### config.mk
export PLATFORM = sky130hd
export DESIGN_NAME = reg_pipe_hs
export DESIGN_NICKNAME = d
export VERILOG_FILES = /design/src/rtl/reg_pipe_hs.sv
export SDC_FILE = /design/constraint.sdc
export NUM_CORES = 1
export LEC_CHECK = 0
export CORE_ASPECT_RATIO = 0.75
export CORE_UTILIZATION = 53
export CTS_CLUSTER_SIZE = 40
export DETAILED_ROUTE_END_ITERATION = 10
export PLACE_DENSITY = 0.8
export SETUP_SLACK_MARGIN = 0.02
export SLEW_MARGIN = 20
export SYNTH_ARGS = -nofsm -noshare
export SYNTH_HDL_FRONTEND = slang
export SYNTH_SLANG_ARGS = --single-unit
export TNS_END_PERCENT = 50
### constraint.sdc
create_clock -name clk -period 8.58 [get_ports clk]
set_input_delay 1.287 -clock clk [delete_from_list [all_inputs] [get_ports clk]]
set_output_delay 1.287 -clock clk [all_outputs]
set_load 0.05 [all_outputs]
### src/rtl/reg_pipe_hs.sv
// Elastic valid/ready register pipeline: DEPTH stages, bubble collapse, flush, optional registered-ready skid entry.
// Latency DEPTH edges; out_ready low stalls from the output end, in_ready drops once DEPTH+REG_READY beats are held.
module reg_pipe_hs #(
  parameter int unsigned      WIDTH     = 64,
  parameter int unsigned      DEPTH     = 2,
  parameter int unsigned      REG_READY = 0,
  parameter logic [WIDTH-1:0] RESET_VAL = '0
) (
  input  logic                       clk,
  input  logic                       rst,
  input  logic                       flush,
  input  logic                       in_valid,
  output logic                       in_ready,
  input  logic [WIDTH-1:0]           in_data,
  output logic                       out_valid,
  input  logic                       out_ready,
  output logic [WIDTH-1:0]           out_data,
  output logic [$clog2(DEPTH+2)-1:0] occupancy
);

  localparam int unsigned OW   = $clog2(DEPTH+2);
  localparam bit          SKID = (REG_READY != 0);

  logic [DEPTH-1:0] v_q, v_d;
  logic [WIDTH-1:0] dat_q [DEPTH];
  logic [WIDTH-1:0] dat_d [DEPTH];
  logic             skid_v_q, skid_v_d;
  logic [WIDTH-1:0] skid_dat_q, skid_dat_d;
  logic [OW-1:0]    occ_q, occ_d;
  logic [DEPTH:0]   rdy;
  logic             in_acc;
  logic             src_vld;
  logic [WIDTH-1:0] src_dat;

  // rdy[k]: stage k may load this cycle (empty, or its occupant moves on).
  always_comb begin
    rdy        = '0;
    rdy[DEPTH] = out_ready && !flush;
    for (int k = int'(DEPTH) - 1; k >= 0; k--) begin
      rdy[k] = !v_q[k] || rdy[k+1];
    end
  end

  // The rst term keeps the registered ready low while the block is held in reset.
  assign in_ready = SKID ? (!skid_v_q && !rst && !flush) : (rdy[0] && !flush);
  assign in_acc   = in_valid && in_ready;
  assign src_vld  = skid_v_q || in_acc;
  assign src_dat  = skid_v_q ? skid_dat_q : in_data;

  always_comb begin
    v_d        = v_q;
    dat_d      = dat_q;
    skid_v_d   = skid_v_q;
    skid_dat_d = skid_dat_q;
    if (flush) begin
      v_d      = '0;
      skid_v_d = 1'b0;
    end else begin
      if (rdy[0]) begin
        v_d[0] = src_vld;
        if (src_vld) dat_d[0] = src_dat;
      end
      for (int k = 1; k < int'(DEPTH); k++) begin
        if (rdy[k]) begin
          v_d[k] = v_q[k-1];
          if (v_q[k-1]) dat_d[k] = dat_q[k-1];
        end
      end
      // Skid holds the beat accepted while stage 0 was blocked; it drains ahead of new input.
      if (skid_v_q && rdy[0]) begin
        skid_v_d = 1'b0;
      end else if (in_acc && !rdy[0]) begin
        skid_v_d   = 1'b1;
        skid_dat_d = in_data;
      end
    end
  end

  always_comb begin
    occ_d = OW'(skid_v_d);
    for (int k = 0; k < int'(DEPTH); k++) begin
      occ_d = occ_d + OW'(v_d[k]);
    end
  end

  always_ff @(posedge clk or posedge rst) begin
    if (rst) begin
      v_q        <= '0;
      skid_v_q   <= 1'b0;
      skid_dat_q <= RESET_VAL;
      occ_q      <= '0;
      for (int k = 0; k < int'(DEPTH); k++) begin
        dat_q[k] <= RESET_VAL;
      end
    end else begin
      v_q        <= v_d;
      skid_v_q   <= skid_v_d;
      skid_dat_q <= skid_dat_d;
      occ_q      <= occ_d;
      dat_q      <= dat_d;
    end
  end

  assign out_valid = v_q[DEPTH-1] && !flush;
  assign out_data  = dat_q[DEPTH-1];
  assign occupancy = occ_q;

endmodule
==> impl_metrics.py, run 1 <==
metrics = {
    "cells_and_area": {
        "area_growth_pct": 17.1,
        "diodes": 0,
        "final_layout_size_suffix_gt1_share_pct": 40.6,
        "fin_nets": 631,
        "final-instance-count-excl-fill": 774,
    },
    "pwr": {
        "power_density_nw_per_um2": 283,
        "p_total_mw": 2.68,
        "peakVddDrop_uv": 151,
        "leakage_nw": 4.05,
    },
    "synth": {
        "yosysWarnings": 0,
        "synth_cell_type_count": 15,
        "synth_area_um2": 8070,
        "netlist_instances": 551,
        "syn_avg_cell_area_um2": 14.6,
        "ys_seq_area_share_pct": 61.1,
        "ys_seq_elements": 197,
        "synth.net_count": 621,
    },
    "worst_setup_path": {
        "worstSetupEndpointType": "output pin",
        "critPathLaunchType": "input pin",
        "critPathMaxStageDelay_ps": 850,
        "path_cells": "clkdlybuf4s50_1 > a21oi_1 > clkdlybuf4s50_1",
        "required_ps": 7290,
        "cp_num_buf_inv": 2,
        "arrival_ps": 2950,
        "rr_worst_depth": 4,
        "cp_common_cell": "clkdlybuf4s50_1",
        "slowest_stage": "clkdlybuf4s50_1",
        "cp.depth": 3,
        "critPathKind": "in -> out",
        "cp_max_fo": 7,
        "path_delay_family": "buffers and inverters",
    },
    "detailed_routing": {
        "wl_per_cell_um": 17.3,
        "num_vias": 3858,
        "wl_mm": 13.4,
        "vias_per_cell": 4.98,
        "firstDrtPassIters": 4,
        "first_iter_violations": 107,
        "ant_nets": 0,
        "drc": 0,
    },
    "timing": {
        "fin_setup_tns_ps": 0,
        "timing.final.max_slew_violations": 0,
        "final.setup_skew_ps": 8.66,
        "worstMarginPinSlew_ps": 936,
        "rsz0062_at_grt": "false",
        "period_share_pct": 49.4,
        "fin_ws_ps": 4340,
        "final-setup-viol-count": 0,
        "slew_headroom_pct": 37.6,
        "fmax_ghz": 0.236,
        "post-route-min-period_ps": 4240,
        "hold_viol_final": 0,
    },
    "job": {
        "cap_violations": 0,
    },
    "clock_tree": {
        "cts_hold_buf": 0,
        "clock_latency_ps": 420,
        "cts_buffers": 17,
        "cts_resized": 0,
        "cts_tree": "done",
        "root_buffer": "clkbuf_16",
        "cts_sinks": 197,
        "ctsHtreeMaxLevel": 4,
        "post-cts-setup-buffer-count": 0,
        "clkTransAtPathRegs_ps": 70,
        "ctsLongestPathBuffers": 2,
    },
    "floorplanning": {
        "start_util_pct": 55.1,
        "die_w_um": 144,
        "ios": 137,
        "rows": 38,
        "dieHeight_um": 109,
        "die_area_um2": 15700,
        "coreArea_um2": 14600,
    },
    "global_routing": {
        "antenna_found_initial": 0,
        "grtUsageTotal_pct": 18.6,
        "grt.overflow.total": 0,
        "grt_pass1_wl_mm": 21.7,
        "grt_max_degree": 113,
        "grt_pass1_vias": 4305,
    },
    "place": {
        "gp_congestion": 0.759,
        "portBuffers": 136,
        "place_inst": 742,
        "dp_hpwl_mm": 8.22,
        "dp_slack_ps": 4360,
    },
    "hold_path": {
        "min_path_cells": 0,
        "hp-class": "reg -> reg",
    },
    "status": {
        "status": "complete, no violations",
    },
}
==> worst reg2reg max path, cell delays in order, from the launching register on <==
cell,delay [ps]
dfrtp_1,400
nor2b_4,160
a211oi_4,220
buf_4,750
mux2_2,450
==> where the power goes <==
part / internal [mW] / switching (mW) / total, mW / leakage, nW
clock network: 0.415 / 0.369 / 0.784 / 0.284
logic: 0.298 / 0.450 / 0.748 / 1.30
registers: 1.07 / 0.0769 / 1.14 / 2.47
==> kinds of logic after synthesis <==
kind of cell               Yosys count  synth area share [%]
AOI/OAI and AO/OA                    3                 0.372
adders and majority gates            1                 0.248
buffers and inverters              150                  10.8
DFF                                197                  61.1
muxes                              192                  26.8
and+or+nand+nor                      8                 0.620
==> metrics by stage <==
step	hold WS, ps	instance area [um2]	util, %
5_1_grt	384	9450	64.5
4_1_cts	378	9440	64.5
3_3_place_gp	360	8850	60.4
3_5_place_dp	362	8850	60.4
6_report	372	9450	64.5
2_1_floorplan	424	8070	-
==> flip-flops by register name, summed over array words and instances, names as in the netlist <==
signal	flops
dat_q	64
v_q	2
skid_dat_q	64
out_data	64
occupancy	2
skid_v_q	1
==> Yosys cell counts <==
| library cell | number | area (um2) |
|---|---|---|
| dfrtp_1 | 197 | 4930 |
| mux2_2 | 192 | 2160 |
| clkbuf_1 | 71 | 267 |
| buf_4 | 70 | 526 |
| buf_6 | 6 | 67.6 |
| nor2_1 | 3 | 11.3 |
| a21oi_1 | 2 | 10.0 |
| buf_2 | 2 | 10.0 |
| nor3b_1 | 2 | 15.0 |
| a211oi_4 | 1 | 20.0 |
| fa_1 | 1 | 20.0 |
| inv_1 | 1 | 3.75 |
| nand2_1 | 1 | 3.75 |
| nor2b_1 | 1 | 6.26 |
| nor2b_4 | 1 | 13.8 |
==> worst paths after layout <==
path | start | endpoint | slack [ps]
hold / removal | skid_dat_q[61] | skid_dat_q[61] | 370
min in group asynchronous | rst | out_data[60] | 1360
setup / recovery | flush | in_ready | 4340
hold reg to reg | skid_dat_q[61] | skid_dat_q[61] | 370
max in group asynchronous | rst | dat_q[92] | 5900
setup reg to reg | v_q[1] | dat_q[83] | 6480
==> metal layers <==
metal / track usage [%] / vias up / part of all wire, %
met5: 0 / - / 0
met2: 29.1 / 95 / 47
met4: 6.54 / 0 / 1.6
met1: 24.3 / 1963 / 46
li1: - / 1776 / -
met3: 6.24 / 24 / 5.3
==> placed cells by master, fill, tap and decap left out, drive strengths merged <==
cell type and n:
clkinvlp 2, clkbuf 17, nor2b 2, dfrtp 197, nor3b 2, clkinv 4, nor2 3, inv 9
fa 1, a21oi 2, buf 4, nand2 1, clkdlybuf4s50 136, a211oi 1, bufinv 1, mux2 192
==> cell type report <==
cell class / count / area, um2
clock buffer: 17 / 425
clock inverter: 15 / 165
fill: 1068 / 5200
inverter: 1 / 11.3
multi-input combinational: 204 / 2270
sequential: 197 / 4930
tap: 200 / 250
timing repair buffer: 140 / 1400
(Power assumes the default switching activity.)
==> inputs of run 2 (changes only) <==
Clock period 8.58 ns to 4.3 ns, I/O delays scaled along.
==> run 2 against run 1 <==
Sequential cell count unchanged. Power up 98%. Routed wire length down 1.9%. First-iteration DRC count up 19%. Core utilization up 0.15 points. Combinational power up 100%. Clock power up 95%. Hold slack worse by 0.85 ps.
==> impl_metrics.py, run 2 (same netlist as run 1, synthesis figures left out) <==
metrics = {
    "status": {
        "status": "complete, no violations",
    },
    "pwr": {
        "intPower_mw": 3.59,
        "seqPwrFrac_pct": 42.9,
        "peakVddDrop_uv": 297,
        "power_density_nw_per_um2": 560,
        "leakage_nw": 4.06,
        "switchingPower_mw": 1.72,
        "pwr-share-comb_pct": 28.3,
        "p_sw_share_pct": 32.3,
        "clkPwrFrac_pct": 28.9,
        "p_total_mw": 5.31,
    },
    "timing": {
        "fin_ws_ps": 1420,
        "period_share_pct": 66.9,
        "rsz0062_at_grt": "false",
        "post-route-min-period_ps": 2880,
        "hold_viol_final": 0,
        "worstMarginPinSlew_ps": 944,
        "slew_headroom_pct": 37.0,
        "fin_setup_tns_ps": 0,
        "final.setup_skew_ps": 7.68,
        "fmax_ghz": 0.348,
        "final-setup-viol-count": 0,
        "timing.final.max_slew_violations": 0,
    },
    "clock_tree": {
        "clkTransAtPathRegs_ps": 70,
        "ctsHtreeMaxLevel": 4,
        "post-cts-setup-buffer-count": 0,
        "cts_sinks": 197,
        "clock_latency_ps": 410,
        "cts_buffers": 17,
        "root_buffer": "clkbuf_16",
        "ctsLongestPathBuffers": 2,
        "cts_hold_buf": 0,
        "cts_resized": 0,
        "cts_tree": "done",
    },
    "worst_setup_path": {
        "rr_worst_depth": 4,
        "worstSetupEndpointType": "output pin",
        "required_ps": 3650,
        "worstSetupStartpoint": "flush",
        "endpoint": "in_ready",
        "reg2reg_from": "skid_v_q",
        "timing.rr.end": "dat_q[88]",
        "arrival_ps": 2230,
        "cp_max_fo": 7,
        "critPathLaunchType": "input pin",
        "reg2reg_setup_slack_ps": 1660,
        "critPathKind": "in -> out",
    },
    "floorplanning": {
        "rows": 38,
        "dieHeight_um": 109,
        "die_w_um": 144,
        "ios": 137,
        "coreArea_um2": 14600,
        "die_area_um2": 15700,
        "start_util_pct": 55.1,
    },
    "detailed_routing": {
        "wl_mm": 13.1,
        "met3_length_um": 674,
        "firstDrtPassIters": 4,
        "ant_nets": 0,
        "num_vias": 3813,
        "top_layer_used": "met4",
        "first_iter_violations": 127,
        "wl_per_cell_um": 16.9,
        "met1_length_mm": 6.20,
        "drc": 0,
        "vias_per_cell": 4.92,
        "dr_wl_met2_mm": 6.15,
    },
    "cells_and_area": {
        "multiInputGateArea_um2": 2270,
        "nFillCells": 1016,
        "area_growth_pct": 17.4,
        "final_layout_size_suffix_gt1_share_pct": 40.7,
        "design_area_um2": 9470,
        "final_common_cell": "dfrtp_1",
        "regArea_um2": 4930,
        "fin_nets": 632,
        "mostFrequentLayoutCells": "196 x dfrtp_1, 192 x mux2_2, 136 x clkdlybuf4s50_1",
        "diodes": 0,
    },
    "global_routing": {
        "grt_pass1_wl_mm": 21.8,
        "grt.overflow.total": 0,
        "grt_pass1_vias": 4282,
        "grt_max_degree": 198,
        "grtUsageTotal_pct": 18.4,
        "antenna_found_initial": 0,
    },
    "place": {
        "placed_cell_area_um2": 8860,
        "portBuffers": 136,
        "gp_congestion": 0.802,
        "dp_hpwl_mm": 8.03,
        "dp_slack_ps": 1420,
    },
    "job": {
        "cap_violations": 0,
    },
    "hold_path": {
        "hp-class": "reg -> reg",
    },
}
run 2: cell count changes in the layout (fill, tap and decap cells not counted), moves of 2 or more:
cell and change:
inv_8 -4, clkinv_4 -2, inv_6 -3, clkbuf_8 +4, clkinvlp_4 +2, clkinv_2 +4
run 2: per-layer routing:
layer / global-route usage, % / up-vias
met5: 0 / -
met2: 29.1 / 91
met4: 5.34 / 0
met1: 24.6 / 1939
li1: - / 1774
met3: 5.45 / 9
run 2: worst min-delay path by stage:
stage | from | endpoint | slack, ps | depth (start not counted)
3_5_place_dp | skid_dat_q[13] | skid_dat_q[13] | 360 | 0
5_1_grt | skid_dat_q[24] | skid_dat_q[24] | 380 | 0
6_report | skid_dat_q[15] | skid_dat_q[15] | 370 | 0
3_3_place_gp | skid_dat_q[30] | skid_dat_q[30] | 360 | 0
2_1_floorplan | skid_dat_q[0] | skid_dat_q[0] | 420 | 1
4_1_cts | skid_dat_q[62] | skid_dat_q[62] | 380 | 0
run 2: power groups by stage:
stage	registers, mW	logic [mW]	clock network (mW)
2_1_floorplan	2.26	1.29	0
3_3_place_gp	2.29	1.48	0
3_5_place_dp	2.31	1.51	0
4_1_cts	2.28	1.51	1.57
5_1_grt	2.32	1.57	1.65
6_report	2.28	1.50	1.53
run 2: through the flow:
stage	hold slack (ps)	util [%]	cells
2_1_floorplan	424	-	551
3_3_place_gp	360	60.5	742
3_5_place_dp	362	60.5	742
4_1_cts	377	64.5	774
5_1_grt	380	64.6	775
6_report	371	64.6	775
run 2: layout make-up:
type | count | share of cell area [%]
sequential | 197 | 52.1
timing repair buffer | 141 | 15.1
tap | 200 | 2.64
multi-input combinational | 204 | 23.9
inverter | 1 | 0.0793
clock inverter | 11 | 1.04
clock buffer | 21 | 5.08
run 2: worst max-delay path, cell delays in order:
cell and delay [ps]:
clkdlybuf4s50_1 560, a21oi_1 190, clkdlybuf4s50_1 830
